### src/rtl/load_store_unit_pkg.sv
// load_store_unit_pkg: FSM state encodings, funct3 size codes and the access legality rule.
package load_store_unit_pkg;

  typedef enum logic [1:0] {
    LSU_IDLE = 2'd0,
    LSU_REQ  = 2'd1,
    LSU_WAIT = 2'd2,
    LSU_DONE = 2'd3
  } lsu_state_e;

  localparam logic [2:0] MEM_B  = 3'b000;
  localparam logic [2:0] MEM_H  = 3'b001;
  localparam logic [2:0] MEM_W  = 3'b010;
  localparam logic [2:0] MEM_BU = 3'b100;
  localparam logic [2:0] MEM_HU = 3'b101;

  // Bytes are always legal, halves need even addresses, words need word alignment.
  function automatic logic access_legal(input logic [2:0] f3, input logic [1:0] off);
    return (f3 == MEM_B || f3 == MEM_BU) ||
           ((f3 == MEM_H || f3 == MEM_HU) && !off[0]) ||
           (f3 == MEM_W && off == 2'b00);
  endfunction

endpackage

### src/rtl/load_store_unit_align.sv
// load_align: shifts a read word down to the accessed lane and sign/zero-extends it.
module load_align
  import load_store_unit_pkg::*;
(
  input  logic [31:0] rdata,
  input  logic [2:0]  funct3,
  input  logic [1:0]  addr,
  output logic [31:0] data
);

  logic [31:0] sh;

  always_comb begin
    sh   = rdata >> {addr, 3'b000};
    data = funct3 == MEM_B  ? {{24{sh[7]}}, sh[7:0]} :
           funct3 == MEM_H  ? {{16{sh[15]}}, sh[15:0]} :
           funct3 == MEM_BU ? {24'b0, sh[7:0]} :
           funct3 == MEM_HU ? {16'b0, sh[15:0]} : sh;
  end

endmodule

### src/rtl/load_store_unit.sv
// load_store_unit: memory-access stage running a req/gnt/rvalid handshake with the data port.
// Stalls the pipeline while an access is in flight; flags misaligned/illegal accesses without a bus cycle.
module load_store_unit
  import load_store_unit_pkg::*;
#(
  parameter int XLEN = 32
) (
  input  logic            clk,
  input  logic            rstn,
  input  logic            memEn,
  input  logic            memWr,
  input  logic [2:0]      funct3,
  input  logic [XLEN-1:0] addr,
  input  logic [XLEN-1:0] storeData,
  output logic            stall,
  output logic [XLEN-1:0] loadData,
  output logic            accessFault,
  output logic            dmemReq,
  output logic            dmemWe,
  output logic [XLEN-1:0] dmemAddr,
  output logic [XLEN-1:0] dmemWdata,
  output logic [3:0]      dmemBe,
  input  logic            dmemGnt,
  input  logic            dmemRvalid,
  input  logic [XLEN-1:0] dmemRdata
);

  lsu_state_e      state, state_nxt;
  logic            legal, start, we_q;
  logic [2:0]      f3_q;
  logic [1:0]      off_q;
  logic [XLEN-1:0] wdata_nxt, aligned;
  logic [3:0]      be_nxt;

  assign legal = access_legal(funct3, addr[1:0]);
  assign start = state == LSU_IDLE && memEn && legal;

  always_ff @(posedge clk or negedge rstn)
    if (!rstn) state <= LSU_IDLE;
    else       state <= state_nxt;

  always_comb
    state_nxt = state == LSU_IDLE ? (start ? LSU_REQ : LSU_IDLE) :
                state == LSU_REQ  ? (dmemGnt ? (we_q ? LSU_DONE : LSU_WAIT) : LSU_REQ) :
                state == LSU_WAIT ? (dmemRvalid ? LSU_DONE : LSU_WAIT) : LSU_IDLE;

  always_comb begin
    stall       = start || state == LSU_REQ || state == LSU_WAIT;
    accessFault = state == LSU_IDLE && memEn && !legal;
    dmemReq     = state == LSU_REQ;
    dmemWe      = dmemReq && we_q;
  end

  // Lanes are replicated so the memory can pick any byte/half by enables alone.
  always_comb begin
    wdata_nxt = funct3[1:0] == 2'b00 ? {4{storeData[7:0]}} :
                funct3[1:0] == 2'b01 ? {2{storeData[15:0]}} : storeData;
    be_nxt    = funct3[1:0] == 2'b00 ? 4'b0001 << addr[1:0] :
                funct3[1:0] == 2'b01 ? 4'b0011 << {addr[1], 1'b0} : 4'b1111;
  end

  load_align u_align (
    .rdata  (dmemRdata),
    .funct3 (f3_q),
    .addr   (off_q),
    .data   (aligned)
  );

  always_ff @(posedge clk or negedge rstn)
    if (!rstn) begin
      we_q      <= 1'b0;
      f3_q      <= 3'b0;
      off_q     <= 2'b0;
      dmemAddr  <= '0;
      dmemWdata <= '0;
      dmemBe    <= 4'b0;
      loadData  <= '0;
    end else begin
      if (start) begin
        we_q      <= memWr;
        f3_q      <= funct3;
        off_q     <= addr[1:0];
        dmemAddr  <= {addr[XLEN-1:2], 2'b00};
        dmemWdata <= wdata_nxt;
        dmemBe    <= be_nxt;
      end
      if (state == LSU_WAIT && dmemRvalid) loadData <= aligned;
    end

endmodule

### config.mk
export PLATFORM = sky130hd
export DESIGN_NAME = load_store_unit
export DESIGN_NICKNAME = d
export VERILOG_FILES = /design/src/rtl/load_store_unit_pkg.sv /design/src/rtl/load_store_unit_align.sv /design/src/rtl/load_store_unit.sv
export SDC_FILE = /design/constraint.sdc
export NUM_CORES = 1
export LEC_CHECK = 0
export ABC_AREA = 0
export CORE_MARGIN = 2
export CORE_UTILIZATION = 47
export DETAILED_ROUTE_END_ITERATION = 16
export PLACE_DENSITY = 0.86
export SLEW_MARGIN = 5
export SYNTH_ARGS = -nofsm -noshare
export SYNTH_HDL_FRONTEND = slang
export SYNTH_SLANG_ARGS = --single-unit
### constraint.sdc
create_clock -name clk -period 4.55 [get_ports clk]
set_input_delay 0.455 -clock clk [delete_from_list [all_inputs] [get_ports clk]]
set_output_delay 0.455 -clock clk [all_outputs]
set_load 0.01 [all_outputs]
==> run_results.csv <==
group,metric,value,unit
run_status,status,"finished clean",
floorplan,die_area,11900,um^2
cts,clk_latency,0.37,ns
drt,ant_nets,0,
synth,synthSimpleGateAreaFrac,8.98,%
sta,rsz0062_at_grt,"no",
synth,yosysWarnings,0,
floorplan,row_count,38,
run,cap_violations,0,
grt,grt_pass1_vias,4500,
drt,via_per_inst,5.50,
worst_hold_path,hold_class,"in2async",
cts,cts_resized,0,
grt,grt-ovfl-total,0,
drt,drc,0,
synth,yosysSeqAreaShare,51.0,%
critical_path,arrival,2.49,ns
sta,worstMarginPinSlew,1.16,ns
synth,synth-compound-area-share,14.6,%
drt,drt_iter0_markers,208,
synth,synth-seq-cells,106,
grt,grt_start_max_net_pins,103,
synth,yosysUniqueCellTypes,38,
grt,grt_pass1_wl,23.0,mm
synth,synthTopCellsByArea,"dfrtp_1 (51%), mux2_4 (8.7%), mux2i_1 (7.7%), o21ai_0 (7.2%), mux2_2 (4.3%)",
drt,routed_wl,14.7,mm
placement,place_hpwl,10.7,mm
synth,synthXorXnorAreaFrac,0,%
sta,drv_slew,0,
cts,h-tree-depth,3,
drt,dr.pass1.iters,5,
power_and_ir_drop,peakVddDrop,0.000423,V
synth,syn_area,5200,um^2
final_layout,drive_gt1_share,11.9,%
floorplan,die_w,109,um
synth,netlist_instances,481,
sta,setup_violations,0,
cts,numCtsBuffers,9,
synth,avgSynthCellArea,10.8,um^2
critical_path,crit_fanout,14,
cts,numClockSinks,106,
final_layout,nets,773,
floorplan,core,10800,um^2
sta,fmax,339,MHz
critical_path,critical_path_required,4.09,ns
synth,synth_fa_ha_area_share,0,%
floorplan,ios,209,
sta,finClkSkew,0.00630,ns
sta,hold_slack,0.172,ns
sta,tns,0,ns
floorplan,die_h,109,um
final_layout,fillers,814,
sta,hold_viol,0,
drt,num_vias,4457,
sta,fin_crit,2.95,ns
cts,clkTransAtPathRegs,0.09,ns
synth,synth_top_family_by_area,"multiplexers",
critical_path,worst_setup_path_end_kind,"output port",
cts,clockBufferDepth,2,
placement,io_buffers,206,
power_and_ir_drop,leakagePower,3.23,nW
final_layout,num_antenna_cells,0,
synth,synth_top_area_cell,"dfrtp_1",
sta,post-route-period-util,64.7,%
grt,antenna_found_initial,0,
critical_path,r2r_start,"off_q[1]",
cts,cts_tree,"done",
grt,grt_usage,25.0,%
power_and_ir_drop,powerDensity,636,nW/um^2
drt,wire_per_inst,18.2,um
cts,postCtsSetupBuffers,0,
synth,yosysTopAreaCellShare,51.0,%
critical_path,worstSetupStartpoint,"funct3[0]",
final_layout,syn2layout_area_growth,43.6,%
synth,synth.area.mux_share,21.1,%
critical_path,critPathLaunchType,"primary input",
critical_path,crit_type,"in2out",
cts,hold_buffers,0,
cts,ctsRootBufferMaster,"clkbuf_8",
placement,gp_congestion,0.863,
floorplan,start_util,48.1,%
sta,relSlewSlack,23.0,%
==> registers in the layout, indices dropped and copies added (netlist names), named ones only <==
| name | cells |
|---|---|
| dmemWdata | 32 |
| loadData | 32 |
| dmemAddr | 30 |
| dmemBe | 4 |
| f3_q | 3 |
| off_q | 2 |
| state | 1 |
| we_q | 1 |
==> critical path, stage by stage <==
cell and delay (ns):
clkdlybuf4s50_1 0.79, o31ai_2 0.41, nand4_1 0.15, o21ai_0 0.10, clkdlybuf4s50_1 0.58
==> metrics by stage <==
step	instances	total power, mW	setup WS (ns)	instance area [um^2]	util, %
2_1_floorplan	482	2.92	2.71	5200	-
3_3_place_gp	797	4.09	1.42	7280	67.5
3_5_place_dp	797	4.18	1.33	7280	67.5
4_1_cts	810	4.77	1.59	7460	69.1
5_1_grt	810	5.04	1.50	7460	69.1
6_report	810	4.75	1.60	7460	69.1
==> layout by cell type (no fill, tap or decap), types with 2 or more instances in the layout <==
| cell type | n |
|---|---|
| clkdlybuf4s50_1 | 205 |
| dfrtp_1 | 106 |
| o21ai_0 | 75 |
| nand2_1 | 56 |
| mux2i_1 | 40 |
| mux2_4 | 30 |
| nor2_1 | 28 |
| a21oi_1 | 27 |
| mux2_2 | 20 |
| clkbuf_8 | 10 |
| nor3_1 | 9 |
| a22oi_1 | 8 |
| o211ai_1 | 7 |
| buf_4 | 7 |
| o21ai_1 | 6 |
| o2bb2ai_1 | 6 |
| inv_1 | 3 |
| nor2b_1 | 2 |
| nand3b_1 | 2 |
| and2_1 | 2 |
| nor3b_2 | 2 |
| o21ba_2 | 2 |
| conb_1 | 2 |
==> power breakdown <==
| part | total (mW) | switching (mW) | internal, mW |
|---|---|---|---|
| clock | 0.569 | 0.309 | 0.260 |
| combinational | 2.47 | 1.10 | 1.37 |
| sequential | 1.71 | 0.309 | 1.40 |
==> cell families (layout without fill, tap and decap cells) <==
family,after synthesis,after routing
AOI/OAI and AO/OA,135,135
buffers and inverters,40,228
DFF,106,106
muxes,91,91
other,1,2
and+or+nand+nor,108,108
==> cell usage after synthesis, drive strengths merged <==
library cell / count
conb: 1
or3: 1
o21ba: 2
mux4: 1
clkbuf: 12
mux2i: 40
buf: 25
or2: 1
nand3b: 2
and2: 2
a22oi: 8
mux2: 50
nor3b: 2
o21ai: 82
nand3: 1
o22ai: 1
dfrtp: 106
nor2b: 2
nand2b: 1
inv: 3
o2bb2ai: 6
nand2: 56
a21oi: 27
o31ai: 1
nor3: 10
o211ai: 7
nand4: 1
nor2: 29
a21o: 1
==> worst paths after layout <==
check                      slack (ns)           end  cells after the start
max in group asynchronous        3.31  loadData[28]                      2
setup reg to reg                 2.37  loadData[10]                      5
setup / recovery                 1.60         stall                      5
min in group clk                 0.49   loadData[1]                      2
hold reg to reg                  0.49   loadData[1]                      2
hold / removal                   0.17  loadData[16]                      1
==> final cells by class <==
cell class	instances	area, um^2	area share, %
clock buffers	10	138	1.84
repair buffers	212	2100	28.2
clock inverters	3	42.5	0.570
flip-flops and latches	106	2650	35.5
multi-input cells	336	2340	31.3
inverters	3	11.3	0.151
well taps	140	175	2.35
==> routing by layer <==
layer  wire, um  part of all wire, %  GRT usage (%)
met5          0                    0              0
met4        205                  1.4           8.06
met3       1490                   10           6.87
met2       7210                   49           40.9
met1       5820                   40           32.2
Note: power is estimated with default switching activity, not from simulation.
